### config.mk
export PLATFORM = sky130hd
export DESIGN_NAME = uart_rx_drain_ctrl_flat
export DESIGN_NICKNAME = d
export VERILOG_FILES = /design/src/rtl/uart_rx_drain_ctrl_if.sv /design/src/rtl/uart_rx_drain_ctrl.sv /design/src/flat_wrapper.sv
export SDC_FILE = /design/constraint.sdc
export NUM_CORES = 1
export LEC_CHECK = 0
export CELL_PAD_IN_SITES_DETAIL_PLACEMENT = 0
export CELL_PAD_IN_SITES_GLOBAL_PLACEMENT = 1
export CORE_AREA = 2 2 71 73
export CTS_BUF_LIST = sky130_fd_sc_hd__clkbuf_8 sky130_fd_sc_hd__clkbuf_16
export CTS_CLUSTER_SIZE = 8
export DETAILED_ROUTE_END_ITERATION = 16
export DIE_AREA = 0 0 73 75
export HOLD_SLACK_MARGIN = 0.02
export PLACE_DENSITY = 0.79
export SKIP_CTS_REPAIR_TIMING = 1
export SYNTH_ARGS = -nofsm -noshare
export SYNTH_HDL_FRONTEND = slang
export SYNTH_SLANG_ARGS = --single-unit
### constraint.sdc
create_clock -name clk -period 2.2 [get_ports clk]
set_input_delay 0.44 -clock clk [delete_from_list [all_inputs] [get_ports clk]]
set_output_delay 0.44 -clock clk [all_outputs]
set_load 0.1 [all_outputs]
### src/rtl/uart_rx_drain_ctrl_if.sv
// Output channel of the UART receive drain: one received character plus its status bits,
// moved under a valid/ready handshake toward the DMA/host side.
interface uart_rx_drain_ctrl_if;
    logic       out_valid;
    logic       out_ready;
    logic [7:0] out_data;
    logic [2:0] out_status;

    modport master (output out_valid, output out_data, output out_status, input out_ready);
    modport slave  (input out_valid, input out_data, input out_status, output out_ready);
endinterface

### src/rtl/uart_rx_drain_ctrl.sv
// Receive-side drain scheduler: pops the UART RX FIFO into a single-entry output register
// and produces registered receive-data, timeout and error interrupts.
module uart_rx_drain_ctrl #(
    parameter int FIFO_COUNTER_W = 5,
    parameter int REC_WIDTH      = 11,
    parameter int BURST          = 8
) (
    input  logic                      clk,
    input  logic                      wb_rst_i,
    input  logic                      rx_reset,
    input  logic [FIFO_COUNTER_W-1:0] rf_count,
    input  logic [REC_WIDTH-1:0]      rf_data_out,
    input  logic [9:0]                counter_t,
    input  logic [1:0]                fcr_trig,
    input  logic                      force_drain,
    input  logic                      err_clr,
    output logic                      rf_pop,
    output logic                      rda_int,
    output logic                      ti_int,
    output logic                      err_int,
    output logic [7:0]                err_count,
    uart_rx_drain_ctrl_if.master      drain
);
    localparam int         CW      = (FIFO_COUNTER_W > 4) ? FIFO_COUNTER_W : 4;
    localparam logic [3:0] BURST_C = 4'(BURST);

    typedef enum logic [1:0] {
        S_IDLE  = 2'd0,
        S_DRAIN = 2'd1,
        S_GAP   = 2'd2
    } state_t;

    state_t      state_r;
    logic [3:0]  burst_cnt_r;
    logic        rf_pop_r;
    logic        out_valid_r;
    logic [7:0]  out_data_r;
    logic [2:0]  out_status_r;
    logic        rda_int_r;
    logic        ti_int_r;
    logic        err_int_r;
    logic [7:0]  err_count_r;

    logic [CW-1:0] trig_lvl_s;
    logic [CW-1:0] count_ext_s;
    logic          fifo_empty_s;
    logic          rda_cond_s;
    logic          ti_cond_s;
    logic          start_s;
    logic          buf_free_s;
    logic          load_s;
    logic          load_err_s;

    function automatic logic status_has_err(input logic [2:0] status);
        return (status != 3'b000);
    endfunction

    // Trigger decode, drain start condition and the load decision for this cycle.
    always_comb begin
        count_ext_s = CW'(rf_count);
        case (fcr_trig)
            2'b00:   trig_lvl_s = CW'(4'd1);
            2'b01:   trig_lvl_s = CW'(4'd4);
            2'b10:   trig_lvl_s = CW'(4'd8);
            2'b11:   trig_lvl_s = CW'(4'd14);
            default: trig_lvl_s = CW'(4'd1);
        endcase
        fifo_empty_s = (rf_count == {FIFO_COUNTER_W{1'b0}});
        rda_cond_s   = (count_ext_s >= trig_lvl_s);
        ti_cond_s    = (counter_t == 10'd0) && !fifo_empty_s;
        start_s      = rda_cond_s || ti_cond_s || (force_drain && !fifo_empty_s);
        buf_free_s   = !out_valid_r || drain.out_ready;
        // rx_reset suppresses the load so a flushed FIFO head is never captured.
        if (!rx_reset && (state_r == S_DRAIN) && !fifo_empty_s &&
            (burst_cnt_r != BURST_C) && buf_free_s) begin
            load_s = 1'b1;
        end else begin
            load_s = 1'b0;
        end
        load_err_s = load_s && status_has_err(rf_data_out[2:0]);
    end

    // Drain FSM, output register, interrupts and error bookkeeping.
    always_ff @(posedge clk or posedge wb_rst_i) begin
        if (wb_rst_i) begin
            state_r      <= S_IDLE;
            burst_cnt_r  <= 4'd0;
            rf_pop_r     <= 1'b0;
            out_valid_r  <= 1'b0;
            out_data_r   <= 8'd0;
            out_status_r <= 3'd0;
            rda_int_r    <= 1'b0;
            ti_int_r     <= 1'b0;
            err_int_r    <= 1'b0;
            err_count_r  <= 8'd0;
        end else begin
            rda_int_r <= rda_cond_s;
            ti_int_r  <= ti_cond_s;

            if (load_err_s) begin
                err_int_r <= 1'b1;
            end else if (err_clr) begin
                err_int_r <= 1'b0;
            end
            if (load_err_s && (err_count_r != 8'hFF)) begin
                err_count_r <= err_count_r + 8'd1;
            end

            if (rx_reset) begin
                state_r     <= S_IDLE;
                rf_pop_r    <= 1'b0;
                out_valid_r <= 1'b0;
                burst_cnt_r <= 4'd0;
            end else begin
                if (load_s) begin
                    out_data_r   <= rf_data_out[10:3];
                    out_status_r <= rf_data_out[2:0];
                    out_valid_r  <= 1'b1;
                    rf_pop_r     <= 1'b1;
                end else begin
                    rf_pop_r <= 1'b0;
                    if (out_valid_r && drain.out_ready) begin
                        out_valid_r <= 1'b0;
                    end
                end

                case (state_r)
                    S_IDLE: begin
                        if (start_s) begin
                            state_r     <= S_DRAIN;
                            burst_cnt_r <= 4'd0;
                        end
                    end
                    S_DRAIN: begin
                        if (fifo_empty_s || (burst_cnt_r == BURST_C)) begin
                            state_r <= S_IDLE;
                        end else if (load_s) begin
                            burst_cnt_r <= burst_cnt_r + 4'd1;
                            state_r     <= S_GAP;
                        end
                    end
                    // One spare cycle so rf_count reflects the pop before the next decision.
                    S_GAP:   state_r <= S_DRAIN;
                    default: state_r <= S_IDLE;
                endcase
            end
        end
    end

    assign rf_pop           = rf_pop_r;
    assign rda_int          = rda_int_r;
    assign ti_int           = ti_int_r;
    assign err_int          = err_int_r;
    assign err_count        = err_count_r;
    assign drain.out_valid  = out_valid_r;
    assign drain.out_data   = out_data_r;
    assign drain.out_status = out_status_r;

endmodule

### src/flat_wrapper.sv
// flat-port wrapper written by rule: the top's interface ports become plain ports
module uart_rx_drain_ctrl_flat 
#(
    parameter int FIFO_COUNTER_W = 5,
    parameter int REC_WIDTH      = 11,
    parameter int BURST          = 8
)
  (clk, wb_rst_i, rx_reset, rf_count, rf_data_out, counter_t, fcr_trig, force_drain, err_clr, rf_pop, rda_int, ti_int, err_int, err_count, drain_out_valid, drain_out_data, drain_out_status, drain_out_ready);
  uart_rx_drain_ctrl_if drain_i ();
  input  logic clk;
  input  logic wb_rst_i;
  input  logic rx_reset;
  input  logic [FIFO_COUNTER_W-1:0] rf_count;
  input  logic [REC_WIDTH-1:0] rf_data_out;
  input  logic [9:0] counter_t;
  input  logic [1:0] fcr_trig;
  input  logic force_drain;
  input  logic err_clr;
  output logic rf_pop;
  output logic rda_int;
  output logic ti_int;
  output logic err_int;
  output logic [7:0] err_count;
  output wire logic [$bits(drain_i.out_valid)-1:0] drain_out_valid;
  output wire logic [$bits(drain_i.out_data)-1:0] drain_out_data;
  output wire logic [$bits(drain_i.out_status)-1:0] drain_out_status;
  input wire logic [$bits(drain_i.out_ready)-1:0] drain_out_ready;
  assign drain_out_valid = drain_i.out_valid;
  assign drain_out_data = drain_i.out_data;
  assign drain_out_status = drain_i.out_status;
  assign drain_i.out_ready = drain_out_ready;
  uart_rx_drain_ctrl #(.FIFO_COUNTER_W(FIFO_COUNTER_W), .REC_WIDTH(REC_WIDTH), .BURST(BURST)) u_core (.clk(clk), .wb_rst_i(wb_rst_i), .rx_reset(rx_reset), .rf_count(rf_count), .rf_data_out(rf_data_out), .counter_t(counter_t), .fcr_trig(fcr_trig), .force_drain(force_drain), .err_clr(err_clr), .rf_pop(rf_pop), .rda_int(rda_int), .ti_int(ti_int), .err_int(err_int), .err_count(err_count), .drain(drain_i));
endmodule
==> results of run 1 <==
[power by group through the flow]
| stage | Combinational, W | Sequential (W) | Clock [W] |
|---|---|---|---|
| 2_1_floorplan | 0.000201 | 0.00161 | 0 |
| 3_5_place_dp | 0.00134 | 0.000809 | 0 |
| 4_1_cts | 0.00134 | 0.000800 | 0.000446 |
| 3_3_place_gp | 0.00132 | 0.000803 | 0 |
| 6_report | 0.00133 | 0.000798 | 0.000429 |
| 5_1_grt | 0.00139 | 0.000816 | 0.000464 |
[layout make-up]
class | count | area (µm²) | share of cell area, %
tap | 54 | 67.6 | 3.07
timing repair buffer | 66 | 578 | 26.2
clock buffer | 6 | 82.6 | 3.75
inverter | 9 | 33.8 | 1.53
multi-input combinational | 89 | 679 | 30.8
sequential | 30 | 758 | 34.4
clock inverter | 1 | 3.75 | 0.170
[cell usage after synthesis (all sizes together) (3+ instances only)]
cell type	n	share of area [%]
dfrtp	30	51
nor2	14	3.7
mux2	12	9.1
nand2	10	2.5
inv	9	2.3
nor3	8	3.7
ha	7	5.9
xor2	6	3.5
nand3	4	1.4
o21ai	4	1.4
nor4	3	1.3
[flip-flops by register name, summed over array words and instances (netlist names)]
name,cells
u_core.rf_pop,1
u_core.drain.out_data,8
u_core.err_int,1
u_core.rda_int,1
u_core.state_r,2
u_core.ti_int,1
u_core.err_count,8
u_core.drain.out_valid,1
u_core.drain.out_status,3
u_core.burst_cnt_r,4
[worst paths after layout]
path | cells past startpoint | slack, ps | to | from
max | 5 | 120 | u_core.burst_cnt_r[1] | rf_count[1]
max reg2reg | 6 | 200 | u_core.drain.out_data[0] | u_core.burst_cnt_r[0]
min reg2reg | 1 | 480 | u_core.err_count[5] | u_core.err_count[5]
min in group asynchronous | 3 | 540 | u_core.drain.out_data[5] | wb_rst_i
max in group asynchronous | 3 | 1360 | u_core.err_count[5] | wb_rst_i
min | 1 | 480 | u_core.err_count[5] | u_core.err_count[5]
[cell families after synthesis]
family | Yosys count
AND/OR/NAND/NOR | 49
XOR/XNOR | 7
AO/OA/AOI/OAI | 14
buffers and inverters | 11
adder cells (fa/ha/maj) | 7
flip-flops | 30
multiplexers | 12
[layout by cell type, fill, tap and decap left out, drive strengths merged, types with 2 or more instances in the layout]
master | Yosys | routed
or4 | 2 | 2
o32ai | 2 | 2
dfrtp | 30 | 30
nor2 | 14 | 14
mux2 | 12 | 12
o41ai | 2 | 2
ha | 7 | 7
nand2 | 10 | 10
nor3 | 8 | 8
nand3 | 4 | 4
o21ai | 4 | 4
buf | 2 | 33
xor2 | 6 | 6
inv | 9 | 10
o22a | 2 | 2
clkbuf | 0 | 6
nor4 | 3 | 3
clkdlybuf4s50 | 0 | 33
[stage by stage]
stage / std cells / worst slack [ps] / total power (W)
3_5_place_dp: 248 / -181 / 0.00215
3_3_place_gp: 248 / -139 / 0.00212
2_1_floorplan: 130 / 14.9 / 0.00181
6_report: 255 / 122 / 0.00256
4_1_cts: 255 / 114 / 0.00259
5_1_grt: 255 / 61.4 / 0.00267
[layer usage]
| layer | share of wire [%] | routed length (µm) |
|---|---|---|
| met4 | 1.0 | 35 |
| met5 | 0 | 0 |
| met1 | 39 | 1330 |
| met3 | 4.2 | 143 |
| met2 | 56 | 1930 |
[worst reg2reg max path: stages, from the launching register on]
cell	delay, ps
dfrtp_1	410
inv_1	60
ha_1	220
nand3b_1	140
o211ai_4	120
nor2_2	530
mux2_1	400
==> impl_metrics.yaml, run 1 <==
timing:
  min_period_ps: 2080
  max_clock_freq_mhz: 481
  grt_setup_unrepaired: "no"
  final_hold_viol_count: 0
  period_share_pct: 94.5
  fin_setup_tns_ps: 0
  setup_viol: 0
  slew_headroom_pct: 56.0
  timing.hold.ws_ps: 485
  fin_worst_skew_ps: 7.57
  worst_slew_pin_slew_ps: 659
  slew_violations: 0
worst_setup_path:
  arrival_ps: 2230
  cp-end-kind: "register"
  required_ps: 2360
  path_buf_inv: 1
  setup.worst_path.start_class: "input pin"
  critPathTopFamily: "simple AND/OR/NAND/NOR gates"
  worstPathMaxFanout: 14
  crit_type: "in -> reg"
  path_cells: "clkdlybuf4s50_1, or4_4, o211ai_4, nor2_2, a221o_1"
  slowest_stage: "or4_4"
  slowest_delay_ps: 570
hold_path:
  hp-class: "reg -> reg"
final_layout:
  syn2layout_area_growth_pct: 48.6
  fin_area_um2: 2200
  fillers: 441
  num-nets-final: 242
  antenna_cells: 0
  drive_gt1_share_pct: 28.4
  fin_util_pct: 47.3
synthesis:
  synthMuxAreaShare_pct: 9.11
  synthAdderAreaFrac_pct: 5.91
  synth.avg_cell_area_um2: 11.4
  syn-cell-area_um2: 1480
  synthFlopType: "dfrtp_1"
  netlist_instances: 130
  ys_seq_elements: 30
  synth_compound_area_share_pct: 8.10
  synth_edf_count: 0
  synth_nets: 171
  synth_top_family_by_area: "simple AND/OR/NAND/NOR gates"
  ys_types: 34
  synth_warnings: 0
  async_flop_share_pct: 100
  synth_xor_area_share_pct: 4.14
  ys_seq_area_share_pct: 50.6
  synth_simple_gate_area_share_pct: 18.6
routing:
  routedWlPerCell_um: 13.5
  drtAntennaViolNets: 0
  dr.first_iter.drc_count: 58
  drc: 0
  dr.pass1.iters: 4
  vias_per_cell: 4.89
  vias: 1248
  wl_um: 3440
floorplanning:
  die_area_um2: 5480
  fp-row-count: 25
  die_height_um: 75
  coreArea_um2: 4660
  ios: 58
  die_width_um: 73
  initial_core_util_pct: 31.8
clock_tree:
  htree_levels: 2
  cts_tree: "yes"
  cts_root_buffer: "clkbuf_8"
  path_clk_slew_ps: 60
  clock_sinks: 30
  cts_buffers: 5
  cts_max_path_buffers: 2
  clock_insertion_delay_worst_skew_ps: 280
power_and_ir_drop:
  pwr-share-seq_pct: 31.2
  power_density_nw_per_um2: 1160
  intPower_w: 0.00125
  ir_drop_uv: 450
  p_switching_w: 0.00131
  p_comb_share_pct: 52.1
  p_leak_nw: 1.00
  clkPwrFrac_pct: 16.8
  p_sw_share_pct: 51.2
grt:
  grt_util_met1_pct: 14.0
  grt_first_pass_wirelength_um: 5530
  met2_usage_pct: 24.8
  grt_max_degree: 31
  gr-total-overflow: 0
  grt_antenna_before_repair: 0
  top_usage_layer: "met2"
  grt_use_total_pct: 13.2
  grt_pass1_vias: 1267
  grt_use_met3_pct: 3.75
placement:
  placed_cell_area_um2: 2120
  place_congestion: 0.853
  post-dp-hpwl_um: 2780
  portBuffers: 57
status:
  status: "finished clean"
flow_run:
  drv_cap: 0
Power figures use the tool's default switching activity.
==> run 2, diff against run 1 <==
Settings changed: CAP_MARGIN set to 0, PLACE_DENSITY 0.79 to 0.75.
==> impl_metrics.yaml, run 2 (same netlist as run 1, synthesis figures left out) <==
timing:
  final_hold_viol_count: 0
  grt_setup_unrepaired: "no"
  finalWorstSetupSlack_ps: 142
  setup_viol: 0
  max_clock_freq_mhz: 486
  timing.hold.ws_ps: 488
  slew_headroom_pct: 55.8
  min_period_ps: 2060
  period_share_pct: 93.6
  worst_slew_pin_slew_ps: 662
  fin_worst_skew_ps: 5.62
  fin_setup_tns_ps: 0
  slew_violations: 0
worst_setup_path:
  required_ps: 2370
  path_cells: "clkdlybuf4s50_1, or4_4, o211ai_4, nor2_2, a221o_1"
  cp.depth: 5
  worstPathMaxFanout: 14
  crit_type: "in -> reg"
  slowest_delay_ps: 580
  slowest_stage: "or4_4"
  setup.worst_path.start_class: "input pin"
  path_buf_inv: 1
  arrival_ps: 2230
  critPathTopFamily: "simple AND/OR/NAND/NOR gates"
  ff2ff_path_depth: 6
  cp-end-kind: "register"
grt:
  grt_pass1_vias: 1305
  gr-total-overflow: 0
  grt_first_pass_wirelength_um: 5600
  grt_use_total_pct: 13.7
  grt_antenna_before_repair: 0
  grt_max_degree: 31
placement:
  place_congestion: 0.856
  post-dp-hpwl_um: 2780
  dp_slack_ps: -177
  portBuffers: 57
floorplanning:
  die_height_um: 75
  ios: 58
  fp-row-count: 25
  initial_core_util_pct: 31.8
  die_width_um: 73
  die_area_um2: 5480
  coreArea_um2: 4660
power_and_ir_drop:
  power_w: 0.00258
  p_leak_nw: 1.01
  ir_drop_uv: 518
  power_density_nw_per_um2: 1170
routing:
  dr.pass1.iters: 4
  dr.first_iter.drc_count: 71
  routedWlPerCell_um: 13.7
  vias_per_cell: 4.95
  vias: 1267
  wl_um: 3510
  drtAntennaViolNets: 0
  drc: 0
status:
  status: "finished clean"
clock_tree:
  cts_root_buffer: "clkbuf_8"
  htree_levels: 2
  cts_tree: "yes"
  clock_insertion_delay_worst_skew_ps: 280
  path_clk_slew_ps: 60
  cts_max_path_buffers: 2
  clock_sinks: 30
  cts_buffers: 5
hold_path:
  hold_depth: 1
  hp-class: "reg -> reg"
final_layout:
  layout_common_cells: "clkdlybuf4s50_1 (33), buf_4 (33), dfrtp_1 (24)"
  drive_gt1_share_pct: 28.7
  multiInputGateArea_um2: 679
  antenna_cells: 0
  seqCellArea_um2: 758
  num-nets-final: 242
  syn2layout_area_growth_pct: 48.9
  fillers: 452
flow_run:
  drv_cap: 0
run 2: cell count changes in the layout (fill, tap and decap cells not counted), sizes merged:
cell and change:
clkinv +1
run 2: metal layers:
metal  GRT usage, %  vias up  wire length [µm]
met3           4.69        4               126
met1           13.5      630              1350
li1               -      603                 -
met5              0        -                 0
met2           25.2       30              1980
met4           7.20        0                52
run 2: worst paths after layout:
| path | start | to | slack, ps |
|---|---|---|---|
| setup / recovery | rf_count[1] | u_core.burst_cnt_r[1] | 140 |
| hold / removal | u_core.drain.out_data[1] | u_core.drain.out_data[1] | 490 |
| setup reg to reg | u_core.burst_cnt_r[1] | u_core.drain.out_data[4] | 190 |
| hold reg to reg | u_core.drain.out_data[1] | u_core.drain.out_data[1] | 490 |
| max in group asynchronous | wb_rst_i | u_core.err_count[4] | 1380 |
| min in group asynchronous | wb_rst_i | u_core.err_count[0] | 530 |
run 2: layout make-up:
type | count | area share, %
Sequential cell | 30 | 34.3
Timing Repair Buffer | 66 | 26.2
Clock inverter | 2 | 0.397
Inverter | 9 | 1.53
Tap cell | 54 | 3.06
Clock buffer | 6 | 3.74
Multi-Input combinational cell | 89 | 30.8
run 2: report_power, final:
| part | leakage, nW | internal [W] | switching [W] |
|---|---|---|---|
| sequential | 0.371 | 0.000685 | 0.000113 |
| combinational | 0.585 | 0.000318 | 0.00101 |
| clock | 0.0524 | 0.000247 | 0.000203 |
run 2: through the flow:
stage | util [%] | instances | area (µm²)
2_1_floorplan | - | 130 | 1490
3_3_place_gp | 45.4 | 248 | 2120
3_5_place_dp | 45.4 | 248 | 2120
4_1_cts | 47.4 | 256 | 2210
5_1_grt | 47.4 | 256 | 2210
6_report | 47.4 | 256 | 2210
